### config.mk
export PLATFORM = sky130hd
export DESIGN_NAME = fp_align
export DESIGN_NICKNAME = d
export VERILOG_FILES = /design/src/rtl/fp_pkg.sv /design/src/rtl/fp_unpack.sv /design/src/rtl/fp_align.sv
export SDC_FILE = /design/constraint.sdc
export NUM_CORES = 1
export LEC_CHECK = 0
export ABC_AREA = 1
export BUFFER_PORTS_ARGS = -buffer_cell sky130_fd_sc_hd__buf_2
export CORE_MARGIN = 3
export CORE_UTILIZATION = 40
export CTS_BUF_LIST = sky130_fd_sc_hd__clkbuf_8 sky130_fd_sc_hd__clkbuf_16
export DETAILED_ROUTE_END_ITERATION = 10
export GPL_TIMING_DRIVEN = 0
export PLACE_DENSITY = 0.6
export SYNTH_ARGS = -nofsm -noshare
export SYNTH_HDL_FRONTEND = slang
export SYNTH_HIERARCHICAL = 1
export SYNTH_SLANG_ARGS = --single-unit
### constraint.sdc
create_clock -name clk -period 1.8 [get_ports clk]
set_clock_uncertainty 0.15 [all_clocks]
set_input_delay 0.09 -clock clk [delete_from_list [all_inputs] [get_ports clk]]
set_output_delay 0.09 -clock clk [all_outputs]
set_load 0.02 [all_outputs]
### src/rtl/fp_pkg.sv
// Shared constants, FSM state encoding and unpacked-operand record for the
// floating-point adder front end.
package fp_pkg;

  localparam int EXP_W     = 8;
  localparam int MAN_W     = 23;
  localparam int BIAS      = 127;
  localparam int MAX_SHIFT = 24;
  // Wide enough to hold MAX_SHIFT
  localparam int CNT_W     = 5;

  typedef enum logic [1:0] {
    IDLE  = 2'd0,
    SHIFT = 2'd1,
    DONE  = 2'd2
  } align_state_t;

  // Operand after field split: effective exponent (zero exponent reads as 1)
  // and mantissa with the hidden bit restored.
  typedef struct packed {
    logic             sign;
    logic [EXP_W-1:0] eff_exp;
    logic [MAN_W:0]   man;
  } unpacked_t;

endpackage

### src/rtl/fp_unpack.sv
// Combinational split of an IEEE-754 single into sign, effective exponent and
// mantissa with hidden bit. A zero exponent field (zero/denormal) is given
// effective exponent 1 and a hidden bit of 0.
module fp_unpack
  import fp_pkg::*;
(
  input  logic [31:0] i_op,
  output unpacked_t   o_op
);

  logic [EXP_W-1:0] w_exp;
  logic [MAN_W-1:0] w_frac;
  logic             w_hidden;

  assign w_exp    = i_op[30:23];
  assign w_frac   = i_op[22:0];
  assign w_hidden = (w_exp != '0);

  // Assemble the unpacked record
  always_comb begin
    o_op.sign    = i_op[31];
    o_op.eff_exp = w_hidden ? w_exp : EXP_W'(1);
    o_op.man     = {w_hidden, w_frac};
  end

endmodule

### src/rtl/fp_align.sv
// Exponent compare and mantissa alignment for the FP adder. The smaller
// exponent's mantissa is shifted right one bit per cycle (at most 24 cycles)
// and the aligned pair is offered downstream over valid/ready.
// Optional feature: define FP_ALIGN_STICKY_EN to add the sticky output that
// ORs every shifted-out bit; without it shifted-out bits are truncated.
module fp_align
  import fp_pkg::*;
#(
  parameter int EXP_W = fp_pkg::EXP_W,
  parameter int MAN_W = fp_pkg::MAN_W
) (
  input  logic             clk,
  input  logic             rst_n,
  input  logic             in_valid,
  output logic             in_ready,
  input  logic [31:0]      a,
  input  logic [31:0]      b,
  output logic             out_valid,
  input  logic             out_ready,
  output logic             s,
  output logic             sign_a,
  output logic             sign_b,
  output logic             xor_op,
  output logic [EXP_W-1:0] ex,
  output logic [MAN_W:0]   man_a,
  output logic [MAN_W:0]   man_b
`ifdef FP_ALIGN_STICKY_EN
  ,
  output logic             sticky
`endif
);

  align_state_t     r_state;
  align_state_t     w_state_nxt;

  unpacked_t        w_ua;
  unpacked_t        w_ub;

  logic             w_a_ge_b;
  logic [EXP_W:0]   w_diff;
  logic [CNT_W-1:0] w_cnt_init;
  logic             w_capture;
  logic             w_shift_lsb;

  logic [CNT_W-1:0] r_cnt;
  logic             r_s;
  logic             r_sign_a;
  logic             r_sign_b;
  logic [EXP_W-1:0] r_ex;
  logic [MAN_W:0]   r_man_a;
  logic [MAN_W:0]   r_man_b;
`ifdef FP_ALIGN_STICKY_EN
  logic             r_sticky;
`endif

  fp_unpack u_unpack_a (
    .i_op (a),
    .o_op (w_ua)
  );

  fp_unpack u_unpack_b (
    .i_op (b),
    .o_op (w_ub)
  );

  // Exponent compare, difference and clamped shift count
  always_comb begin
    w_a_ge_b = (w_ua.eff_exp >= w_ub.eff_exp);
    if (w_a_ge_b) begin
      w_diff = {1'b0, w_ua.eff_exp} - {1'b0, w_ub.eff_exp};
    end else begin
      w_diff = {1'b0, w_ub.eff_exp} - {1'b0, w_ua.eff_exp};
    end
    if (w_diff >= (EXP_W+1)'(MAX_SHIFT)) begin
      w_cnt_init = CNT_W'(MAX_SHIFT);
    end else begin
      w_cnt_init = w_diff[CNT_W-1:0];
    end
  end

  assign w_capture   = (r_state == IDLE) && in_valid;
  // Bit leaving the shifted (smaller-exponent) mantissa this cycle
  assign w_shift_lsb = r_s ? r_man_b[0] : r_man_a[0];

  // State register
  always_ff @(posedge clk or negedge rst_n) begin
    if (!rst_n) begin
      r_state <= IDLE;
    end else begin
      r_state <= w_state_nxt;
    end
  end

  // Next-state logic
  always_comb begin
    w_state_nxt = r_state;
    case (r_state)
      IDLE: begin
        if (in_valid) begin
          w_state_nxt = (w_cnt_init == '0) ? DONE : SHIFT;
        end
      end
      SHIFT: begin
        if (r_cnt == CNT_W'(1)) begin
          w_state_nxt = DONE;
        end
      end
      DONE: begin
        if (out_ready) begin
          w_state_nxt = IDLE;
        end
      end
      default: w_state_nxt = IDLE;
    endcase
  end

  // Operand capture and one-bit-per-cycle alignment of the smaller mantissa
  always_ff @(posedge clk or negedge rst_n) begin
    if (!rst_n) begin
      r_cnt    <= '0;
      r_s      <= 1'b0;
      r_sign_a <= 1'b0;
      r_sign_b <= 1'b0;
      r_ex     <= '0;
      r_man_a  <= '0;
      r_man_b  <= '0;
    end else if (w_capture) begin
      r_cnt    <= w_cnt_init;
      r_s      <= w_a_ge_b;
      r_sign_a <= w_ua.sign;
      r_sign_b <= w_ub.sign;
      r_ex     <= w_a_ge_b ? w_ua.eff_exp : w_ub.eff_exp;
      r_man_a  <= w_ua.man;
      r_man_b  <= w_ub.man;
    end else if (r_state == SHIFT) begin
      r_cnt <= r_cnt - CNT_W'(1);
      if (r_s) begin
        r_man_b <= {1'b0, r_man_b[MAN_W:1]};
      end else begin
        r_man_a <= {1'b0, r_man_a[MAN_W:1]};
      end
    end
  end

`ifdef FP_ALIGN_STICKY_EN
  // Sticky accumulation: cleared on capture, ORs each shifted-out bit
  always_ff @(posedge clk or negedge rst_n) begin
    if (!rst_n) begin
      r_sticky <= 1'b0;
    end else if (w_capture) begin
      r_sticky <= 1'b0;
    end else if (r_state == SHIFT) begin
      r_sticky <= r_sticky | w_shift_lsb;
    end
  end

  assign sticky = r_sticky;
`else
  // Without the sticky feature the shifted-out bit is simply dropped
  logic w_unused_lsb;
  assign w_unused_lsb = w_shift_lsb;
`endif

  assign in_ready  = (r_state == IDLE);
  assign out_valid = (r_state == DONE);
  assign s         = r_s;
  assign sign_a    = r_sign_a;
  assign sign_b    = r_sign_b;
  assign xor_op    = r_sign_a ^ r_sign_b;
  assign ex        = r_ex;
  assign man_a     = r_man_a;
  assign man_b     = r_man_b;

endmodule

## After elaboration in Yosys (flattened, before gate mapping)

Cells that the tools add are included.

| cells by class | value |
|---|---|
| add/subtract/negate cells | 3 |
| order comparisons | 2 |
| equality and inequality tests | 7 |
| muxes and demuxes | 18 |
| bitwise logic cells | 1 |
| reduce and logical (&&, ||, !) cells | 10 |

Operator list:

| operator | number |
|---|---|
| $mux W24 | 6 |
| $mux W8 | 3 |
| $sub A8 B8 Y9 | 2 |
| $reduce_bool A8 Y1 | 2 |
| $mux W5 | 3 |
| $ge A9 B5 Y1 const B | 1 |
| $mux W9 | 1 |
| $ge A8 B8 Y1 | 1 |
| $mux W2 | 4 |
| $ne A2 B2 Y1 const B | 3 |
| $pmux W2 S3 | 1 |
| $eq A5 B1 Y1 const B | 1 |
| $logic_not A5 Y1 | 1 |
| $sub A5 B1 Y5 const B | 1 |
| $reduce_and A2 Y1 | 2 |
| $reduce_bool A2 Y1 | 2 |
| $reduce_and A3 Y1 | 1 |
| $eq A2 B1 Y1 const B | 1 |
| $eq A2 B2 Y1 const B | 1 |
| $logic_not A2 Y1 | 1 |
| $ne A2 B1 Y1 const B | 1 |
| $logic_and A1 B1 Y1 | 1 |
| $xor A1 B1 Y1 | 1 |

| word-level totals | value |
|---|---|
| register bits after elaboration | 66 |
| input port bits | 68 |

## Longest topological paths before layout

| depth | value |
|---|---|
| depth in word-level cells | 10 |
| depth in mapped cells | 20 |
| depth with buffers taken out | 20 |

## Cells and area by module

Netlist, hierarchy kept.

By module, submodules not included:

| module | instances | cells each | area an instance (µm²) | sequential area each (µm²) |
|---|---|---|---|---|
| fp_align | 1 | 585 | 4170.2 | 1651.6 |
| fp_unpack | 2 | 41 | 251.5 | 0.0 |

## Least setup slack after synthesis

Ideal clock, no wire load.

| timing path | value |
|---|---|
| path kind | input to register |
| start | in a[28] |
| end | reg r_cnt[3] |
| library setup time | 116 ps |
| data arrival time | 2039 ps |
| path slack | -506 ps |
| stages | 20 |
| buffers on the path | 0 |
| cells stage by stage | nor2_1 nand2_1 o21ai_1 inv_1 ha_1 fa_1 inv_1 nand2_1 nand2_1 nand2_1 nand3_1 inv_1 nand2_1 nand2_1 nor2_1 nand2_2 nor2_2 nand3_1 nand2_1 nand2_1 |

RTL lines:

| item | line | RTL |
|---|---|---|
| start, declared | fp_align.sv:16 | `input logic [31:0] a,` |
| end signal, assigned | fp_align.sv:128 | `r_cnt <= w_cnt_init;` |
| end signal, assigned | fp_align.sv:136 | `r_cnt <= r_cnt - CNT_W'(1);` |
| end, declared | fp_align.sv:45 | `logic [CNT_W-1:0] r_cnt;` |

==> impl_metrics.csv <==
group,metric,value,unit
sta,final.setup.tns,-2540,ps
clock_network,clockBufferDepth,2,
clock_network,cts_tree,"done",
clock_network,cts-buffers-inserted,9,
worst_setup_path,arrival,2200,ps
drt,drt_iter0_drc,372,
worst_setup_path,critical_path.startpoint,"b[26]",
cells_and_area,instances_no_fill,1002,
logic_synthesis,avgSynthCellArea,7.01,um^2
worst_hold_path,hp-start,"b[30]",
global_routing,grt_max_degree,67,
sta,hold_viol,0,
global_routing,grt_pass1_wl,22.7,mm
worst_hold_path,min_path_type,"input port to flip-flop",
logic_synthesis,yosysWarnings,6,
sta,worst_pin_slew,873,ps
sta,maxSlewViolCount,0,
sta,fmax,469,MHz
worst_setup_path,r2r_start,"r_state[0]",
drt,drc,0,
die,rows,38,
run_status,violations,"negative setup slack",
drt,ant_nets,0,
worst_setup_path,regToRegSetupSlack,90,ps
run_status,status,"complete, but fails checks",
die,die_h,114,um
run,drv_cap,0,
global_routing,grt.overflow.total,0,
worst_setup_path,path_buf_inv,4,
cells_and_area,finalNetCount,946,
worst_setup_path,crit_fanout,3,
worst_setup_path,slowest_delay,380,ps
logic_synthesis,synthesis.area,4670,um^2
logic_synthesis,synth_nets,755,
drt,vias,4881,
drt,wire_per_inst,14.2,um
clock_network,clock_sinks,66,
worst_setup_path,rr_worst_depth,7,
sta,setup_slack,-331,ps
logic_synthesis,synth_cell_types,34,
global_routing,grt_pass1_vias,4852,
cells_and_area,fillCellCount,1006,
die,die_w,114,um
clock_network,clk_latency,330,ps
worst_setup_path,cp_common_cell,"nand2_1",
sta,max_slew_margin,41.8,%
worst_setup_path,worstSetupPathType,"input port to flip-flop",
sta,period_minus_slack,2130,ps
sta,finalCritPeriodShare,118,%
sta,setup_violations,15,
global_routing,grt_antenna_before_repair,0,
worst_setup_path,start_kind,"input port",
clock_network,ctsRootBufferMaster,"clkbuf_16",
placement,dp_hpwl,9.60,mm
worst_setup_path,cp.required,1870,ps
die,die_area,13000,um^2
worst_setup_path,crit_chain,"buf_6 -> nor2_4 -> nand2_2 -> o21ai_4 -> inv_2 -> ha_4 -> fa_2 -> inv_2 -> buf_4 -> nand2_1 -> nand4_1 -> nand2_1 -> nand2_1 -> nand2_1 -> nor2_2 -> nand2_2 -> nor2_4 -> nand3_2 -> nand2_1 -> nand2_1",
drt,dr.pass1.iters,4,
sta,rsz0062_at_grt,"true",
clock_network,htreeDepth,3,
logic_synthesis,ys_ff_latch,66,
worst_setup_path,crit_slowest_cell,"fa_2",
placement,placed_cells_incl_taps,888,
worst_setup_path,cp-end-kind,"flip-flop",
drt,wl,14.2,mm
logic_synthesis,syn-instance-count,667,
die,core,11100,um^2
power,ir_worst_vdd,0.871,mV
logic_synthesis,yosysSeqAreaShare,35.3,%
placement,io_buffers,81,
cells_and_area,drive_above_1_share,32.9,%
power,power_leakage,0.00348,uW
worst_setup_path,reg2reg_to,"man_a[4]",
power,p_per_area,1450,nW/um^2
placement,place.gp.congestion,0.831,
clock_network,path_clk_slew,60,ps
die,io_pins,130,
drt,vias_per_cell,4.87,
cells_and_area,synthToLayoutAreaGrowth,46.3,%
die,start_util,42.0,%
worst_setup_path,cp-endpoint,"r_cnt[3]",
cells_and_area,diodes,0,
worst_setup_path,critical_path.top_delay_family,"simple AND/OR/NAND/NOR gates",
worst_setup_path,cp.depth,20,
global_routing,grt.total_usage,21.4,%
Yosys cell counts:
library cell	count	area share (%)
buf_4	51	8.2
inv_2	1	0.080
a31oi_1	3	0.40
nand3_1	17	1.8
buf_2	4	0.43
nand2_4	1	0.24
nor2_4	1	0.24
inv_1	86	6.9
and2_1	1	0.13
nand3_2	2	0.43
xnor2_1	1	0.19
or2_1	1	0.13
ha_1	18	4.8
o21ai_1	3	0.32
buf_6	1	0.24
a21oi_2	1	0.19
nand2_1	138	11
buf_8	1	0.32
nand3b_1	2	0.32
o21ai_0	94	10
nor3_1	3	0.32
dfrtp_1	66	35
a21boi_0	1	0.16
nand2_2	8	1.1
fa_1	2	0.86
a211oi_1	1	0.16
nor2_1	58	4.7
xor2_1	7	1.3
buf_1	1	0.080
nand4_1	6	0.80
clkbuf_1	31	2.5
nor2_2	4	0.54
o21ai_2	1	0.19
a21oi_1	51	5.5
worst min-delay path: cells and delay by family:
kind / cells / cell delay [ps]
simple gates: 3 / 160
compound gates: 2 / 120
buf+inv: 1 / 80
cells by family after synthesis:
| family | synth area share [%] |
|---|---|
| AND/OR/NAND/NOR | 21.8 |
| buffers and inverters | 18.7 |
| AO/OA/AOI/OAI | 16.9 |
| flip-flops | 35.3 |
| adder cells (fa/ha/maj) | 5.68 |
| XOR/XNOR | 1.50 |
flip-flops by register name, indices dropped and copies added (netlist names):
signal and flops:
r_cnt 5, ex 8, man_a 24, man_b 24
sign_a 1, s 1, r_state 2, sign_b 1
layout make-up:
cell class              count  area (um^2)  area share [%]
repair buffers            180         1340            19.7
well taps                 140          175            2.56
multi-input cells         425         2420            35.3
clock buffers               9          225            3.29
plain buffers              89          631            9.23
flip-flops and latches     66         1650            24.2
clock inverters             6         60.1           0.879
inverters                  87          332            4.85
through the flow:
| step | total power (uW) | utilization [%] | area, um^2 | hold WS, ps | setup WS [ps] |
|---|---|---|---|---|---|
| CTS | 9660 | 60.0 | 6670 | 8.73 | -289 |
| floorplan | 6020 | - | 4720 | -356 | -406 |
| global route | 10700 | 61.4 | 6840 | 54.5 | -516 |
| finish | 9920 | 61.4 | 6840 | 21.1 | -331 |
| detailed placement | 7590 | 47.6 | 5300 | 112 | -921 |
| global placement | 7490 | 47.6 | 5300 | 143 | -890 |
worst min path at each step:
stage	endpoint	slack (ps)	cells after the start
2_1_floorplan	ex[0]	-360	0
3_3_place_gp	sign_a	140	3
3_5_place_dp	man_b[19]	110	1
4_1_cts	ex[0]	9	5
5_1_grt	ex[0]	50	6
6_report	ex[0]	20	6
report_power, final:
group / internal [uW] / total, uW / leakage [uW] / switching (uW)
Sequential: 2280 / 2810 / 0.000765 / 522
Combinational: 2010 / 5410 / 0.00258 / 3400
Clock: 1060 / 1700 / 0.000142 / 648
Total: 5350 / 9920 / 0.00348 / 4570
repair_timing:
item | CTS | global route
setup endpoints to repair | 66 | 64
gates resized for setup | 77 | 77
pin swaps | 33 | 10
hold buffers | 53 | 0
hold endpoints to repair | 118 | 0
buffers inserted | 37 | 9
placed cells by master, fill, tap and decap left out, types with 3 or more instances in the layout:
| cell type | instances |
|---|---|
| nand3_1 | 14 |
| nor3_1 | 3 |
| buf_6 | 14 |
| nand3_2 | 3 |
| ha_4 | 4 |
| clkbuf_4 | 3 |
| nor2_1 | 45 |
| nand4_1 | 6 |
| o21ai_0 | 68 |
| clkbuf_16 | 9 |
| dfrtp_1 | 65 |
| inv_2 | 5 |
| nand2_2 | 17 |
| a31oi_1 | 3 |
| a21oi_1 | 50 |
| o21ai_2 | 3 |
| ha_2 | 3 |
| buf_4 | 102 |
| inv_1 | 82 |
| clkbuf_1 | 13 |
| nor2_2 | 6 |
| dlygate4sd3_1 | 53 |
| clkbuf_2 | 7 |
| o21ai_1 | 25 |
| nand2_1 | 127 |
| nor2_4 | 12 |
| xor2_1 | 7 |
| ha_1 | 11 |
| buf_2 | 74 |
routing by layer:
metal / wire, um / part of all wire (%) / up-vias / global-route usage [%]
met3: 737 / 5.2 / 19 / 4.28
met5: 0 / 0 / - / 0
met1: 6470 / 46 / 2298 / 28.5
li1: - / - / 2440 / -
met4: 212 / 1.5 / 0 / 5.38
met2: 6760 / 48 / 124 / 35.9
No activity file was read; power rests on OpenSTA's default activity.
